--- src/rtl/serial_pkg.sv ---
// Shared definitions for the single-wire serial link (transmitter and receiver).
package serial_pkg;

  localparam int   DATA_BITS   = 7;
  localparam logic IDLE_LEVEL  = 1'b1;
  localparam logic START_LEVEL = 1'b0;

  typedef enum logic [2:0] {
    ST_IDLE,
    ST_START,
    ST_DATA,
    ST_PARITY,
    ST_STOP
  } tx_state_e;

  // Even parity: the bit that makes the total count of ones even.
  function automatic logic even_par(input logic [DATA_BITS-1:0] d);
    return ^d;
  endfunction

endpackage

--- src/rtl/baud_tick.sv ---
// Bit-period counter: tick marks the last clock of every bit period.
module baud_tick #(
  parameter int CLKS_PER_BIT = 1
) (
  input  logic clk,
  input  logic rstn,
  input  logic clr,
  output logic tick
);

  localparam int CW = (CLKS_PER_BIT > 1) ? $clog2(CLKS_PER_BIT) : 1;
  localparam logic [CW-1:0] CNT_LAST = CW'(CLKS_PER_BIT - 1);

  logic [CW-1:0] cnt_q, cnt_d;

  // With CLKS_PER_BIT=1 the count never leaves 0, so tick is constantly 1.
  assign tick = (cnt_q == CNT_LAST);

  // Count up, wrapping at the period end; clr parks the counter at 0.
  always_comb begin
    cnt_d = cnt_q + CW'(1);
    if (clr || tick) cnt_d = '0;
  end

  // Counter register.
  always_ff @(posedge clk or negedge rstn) begin
    if (!rstn) cnt_q <= '0;
    else       cnt_q <= cnt_d;
  end

endmodule

--- src/rtl/transmitter.sv ---
// Serial frame transmitter: start(0), 7 data bits LSB first, even parity, stop(1).
module transmitter
  import serial_pkg::*;
#(
  parameter int CLKS_PER_BIT = 1,
  parameter int STOP_BITS    = 1
) (
  input  logic                 clk,
  input  logic                 rstn,
  input  logic                 in_valid,
  output logic                 in_ready,
  input  logic [DATA_BITS-1:0] data_in,
  input  logic                 force_parity_err,
  output logic                 serial_out,
  output logic                 busy,
  output logic                 done
);

  localparam int SW = (STOP_BITS > 1) ? $clog2(STOP_BITS) : 1;
  localparam logic [SW-1:0] STOP_LAST = SW'(STOP_BITS - 1);
  localparam logic [2:0]    BIT_LAST  = 3'(DATA_BITS - 1);

  tx_state_e            state_q, state_d;
  logic [DATA_BITS-1:0] shreg_q, shreg_d;
  logic                 par_q, par_d;
  logic [2:0]           bit_q, bit_d;
  logic [SW-1:0]        stop_q, stop_d;
  logic                 so_q, so_d;
  logic                 tick, baud_clr, last_stop, accept;

  // Counter is held at 0 while idle so a fresh accept starts a full start bit.
  assign baud_clr = (state_q == ST_IDLE);

  baud_tick #(.CLKS_PER_BIT(CLKS_PER_BIT)) u_baud (
    .clk  (clk),
    .rstn (rstn),
    .clr  (baud_clr),
    .tick (tick)
  );

  // Final clock of the final stop period: the only in-frame accept window.
  assign last_stop = (state_q == ST_STOP) && tick && (stop_q == STOP_LAST);
  assign in_ready  = (state_q == ST_IDLE) || last_stop;
  assign accept    = in_valid && in_ready;
  assign busy      = (state_q != ST_IDLE);
  assign done      = last_stop;
  assign serial_out = so_q;

  // Frame sequencing; an accept (from IDLE or last stop clock) always restarts at START.
  always_comb begin
    state_d = state_q;
    shreg_d = shreg_q;
    par_d   = par_q;
    bit_d   = bit_q;
    stop_d  = stop_q;
    if (accept) begin
      state_d = ST_START;
      shreg_d = data_in;
      par_d   = even_par(data_in) ^ force_parity_err;
      bit_d   = '0;
      stop_d  = '0;
    end else if (tick) begin
      case (state_q)
        ST_START: begin
          state_d = ST_DATA;
          bit_d   = '0;
        end
        ST_DATA: begin
          shreg_d = {1'b0, shreg_q[DATA_BITS-1:1]};
          if (bit_q == BIT_LAST) state_d = ST_PARITY;
          else                   bit_d   = bit_q + 3'd1;
        end
        ST_PARITY: begin
          state_d = ST_STOP;
          stop_d  = '0;
        end
        ST_STOP: begin
          if (stop_q == STOP_LAST) state_d = ST_IDLE;
          else                     stop_d  = stop_q + SW'(1);
        end
        default: ;
      endcase
    end
  end

  // Line level for the upcoming state, so serial_out is a clean flop output.
  always_comb begin
    case (state_d)
      ST_START:  so_d = START_LEVEL;
      ST_DATA:   so_d = shreg_d[0];
      ST_PARITY: so_d = par_d;
      default:   so_d = IDLE_LEVEL;
    endcase
  end

  // State registers; reset drops any frame and returns the line high at once.
  always_ff @(posedge clk or negedge rstn) begin
    if (!rstn) begin
      state_q <= ST_IDLE;
      shreg_q <= '0;
      par_q   <= 1'b0;
      bit_q   <= '0;
      stop_q  <= '0;
      so_q    <= IDLE_LEVEL;
    end else begin
      state_q <= state_d;
      shreg_q <= shreg_d;
      par_q   <= par_d;
      bit_q   <= bit_d;
      stop_q  <= stop_d;
      so_q    <= so_d;
    end
  end

endmodule

--- config.mk ---
export PLATFORM = sky130hd
export DESIGN_NAME = transmitter
export DESIGN_NICKNAME = d
export VERILOG_FILES = /design/src/rtl/serial_pkg.sv /design/src/rtl/baud_tick.sv /design/src/rtl/transmitter.sv
export SDC_FILE = /design/constraint.sdc
export NUM_CORES = 1
export LEC_CHECK = 0
export ABC_AREA = 1
export CORE_MARGIN = 1.5
export CORE_UTILIZATION = 51
export DETAILED_ROUTE_END_ITERATION = 10
export GPL_ROUTABILITY_DRIVEN = 0
export PLACE_DENSITY_LB_ADDON = 0.2
export SLEW_MARGIN = 20
export SYNTH_ARGS = -nofsm -noshare
export SYNTH_HDL_FRONTEND = slang
export SYNTH_SLANG_ARGS = --single-unit
--- constraint.sdc ---
create_clock -name clk -period 1.6 [get_ports clk]
set_input_delay 0.32 -clock clk [delete_from_list [all_inputs] [get_ports clk]]
set_output_delay 0.32 -clock clk [all_outputs]
set_load 0.005 [all_outputs]
==> impl_metrics.yaml <==
status:
  outcome: "complete, no violations"
route:
  ant_nets: 0
  via_per_inst: 5.06
  drt_first_pass_iters: 4
  vias: 870
  drc: 0
  routed_wl_um: 1980
  wl_per_cell_um: 11.5
  dr.first_iter.drc_count: 16
power_and_ir_drop:
  peakVddDrop_v: 0.000870
  p_per_area_nw_per_um2: 1630
  p_leak_nw: 0.621
floorplan:
  start_util: 0.547
  ios: 15
  fp-row-count: 15
  die_height_um: 46.0
  die_width_um: 46.0
  core_area_um2: 1730
  die-area_um2: 2120
clock_network:
  numCtsBuffers: 3
  clock_path_buffers: 2
  cts-htree-levels: 1
  numClockSinks: 16
  cts_tree: "built"
  cts.reportedPaths.clkPinSlew_ns: 0.10
  cts_hold_buffers: 0
  clk_latency_ns: 0.29
  root_buffer: "clkbuf_4"
global_route:
  grt_overflow: 0
  grt_first_pass_wirelength_um: 3160
  grt_usage: 0.210
  grt_antenna_before_repair: 0
  grt_pass1_vias: 747
  grt_max_degree: 17
synth:
  synth.avg_cell_area_um2: 8.01
  synth_top_cell_by_area: "dfrtp_1"
  yosysTopAreaCellShare: 0.397
  ys_ff_latch: 16
  yosys-top-cells-area: "dfrtp_1 40%, nand2_1 14%, nand3_1 7.4%"
  syn_inst: 118
  netlist_area_um2: 945
  synth_fp_nets: 131
  yosysUniqueCellTypes: 26
  synth_warnings: 0
  yosysSeqAreaShare: 0.425
sta:
  fin_worst_skew_ns: 0.00677
  hold_viol: 0
  slew_viol_final: 0
  rsz0062_at_grt: "yes"
  min_period_ns: 1.59
  worst_slack_ns: 0.0126
  setup_viol: 0
  tns_ns: 0
  max_freq_mhz: 630
  min_period_over_period: 0.992
layout:
  final_common_cell: "nand2_1"
  layout.nets: 161
  area_growth_pct: 31.4
  multi_input_area_um2: 489
  num_antenna_cells: 0
  seq_area_um2: 403
  drive_above_1_share: 0.252
  fill_cells: 158
  mostFrequentLayoutCells: "34 x nand2_1, 14 x nand3_1, 14 x dfrtp_1"
placement:
  port_buffers: 14
  dpl_worst_slack_ns: 0.0684
  dp_hpwl_um: 1440
critical_path:
  crit_path_start_kind: "register"
  required_ns: 1.28
  path_class: "reg2out"
  crit_arrival_ns: 1.27
  end_kind: "output port"
  path_max_fanout: 2
hold_path:
  hp-class: "in2async"
flow_run:
  max_cap_viol_count: 0
## worst max-delay path, stage by stage (launching register included)
cell	delay, ns
dfrtp_1	0.40
buf_6	0.12
nor2_4	0.11
buf_6	0.11
nand2_4	0.04
nor2_1	0.09
buf_2	0.11
## report_power, final
part           total, mW  switching [mW]  internal (mW)
clock network      0.275           0.136          0.139
registers          0.719           0.133          0.587
logic               1.03           0.569          0.465
total               2.03           0.838           1.19
## registers in the layout, summed over array words and instances, names as in the netlist
register / flops
bit_q: 3
shreg_q: 7
serial_out: 1
u_baud.cnt_q: 1
state_q: 3
par_q: 1
## what timing repair did
action / 4_1_cts / 5_1_grt
setup buffers: 2 / 2
resized for setup: 9 / 6
pin swaps: 1 / 2
endpoints found under the setup margin: 4 / 3
gates cloned: 0 / 0
## layer usage
metal | up-vias | routed length [um] | part of all wire | track usage
li1 | 443 | - | - | -
met1 | 398 | 834 | 0.42 | 0.259
met3 | 4 | 86 | 0.043 | 0.0238
met2 | 25 | 1030 | 0.52 | 0.367
met5 | - | 0 | 0 | 0
met4 | 0 | 27 | 0.014 | 0.0857
## layout make-up
type / instances / area share
clock buffers: 4 / 0.0292
inverters: 13 / 0.0393
multi-input cells: 87 / 0.394
flip-flops and latches: 16 / 0.325
well taps: 25 / 0.0252
repair buffers: 27 / 0.187
## logic make-up (layout without fill, tap and decap cells)
kind of cell               after synthesis  after routing  share of synthesized area
and+or+nand+nor                         65             65                      0.327
buffers and inverters                   15             44                     0.0649
other                                    1              1                    0.00397
DFF                                     16             16                      0.425
xor gates and xnor gates                 6              6                     0.0556
AOI/OAI and AO/OA                       13             13                     0.0967
adders and majority gates                2              2                     0.0265
## cell usage after synthesis (all sizes together)
cell    n
ha      2
nor2    8
nand3  16
nand4   3
a22o    1
inv    13
o21a    1
o31ai   2
xor2    2
buf     2
xnor2   4
o21ai   6
dfrtp  15
a21oi   3
dfstp   1
nand2  38
conb    1
## stage by stage
stage | util | instances | hold slack, ns | area, um2 | power [mW]
after floorplan | - | 118 | 0.0244 | 945 | 1.34
after global placement | 0.678 | 164 | 0.466 | 1170 | 1.66
after detailed placement | 0.678 | 164 | 0.476 | 1170 | 1.69
after CTS | 0.708 | 170 | 0.350 | 1220 | 1.98
after global routing | 0.719 | 172 | 0.378 | 1240 | 2.19
final | 0.719 | 172 | 0.338 | 1240 | 2.03
## worst paths after layout
kind | startpoint | to | slack, ns | cells after the start
setup / recovery | state_q[0] | done | 0.01 | 6
hold / removal | rstn | bit_q[0] | 0.34 | 2
setup reg to reg | state_q[0] | serial_out | 0.11 | 11
hold reg to reg | shreg_q[5] | shreg_q[5] | 0.50 | 2
max in group asynchronous | rstn | serial_out | 1.00 | 2
min in group clk | shreg_q[5] | shreg_q[5] | 0.50 | 2
Note: power is estimated with default switching activity, not from simulation.
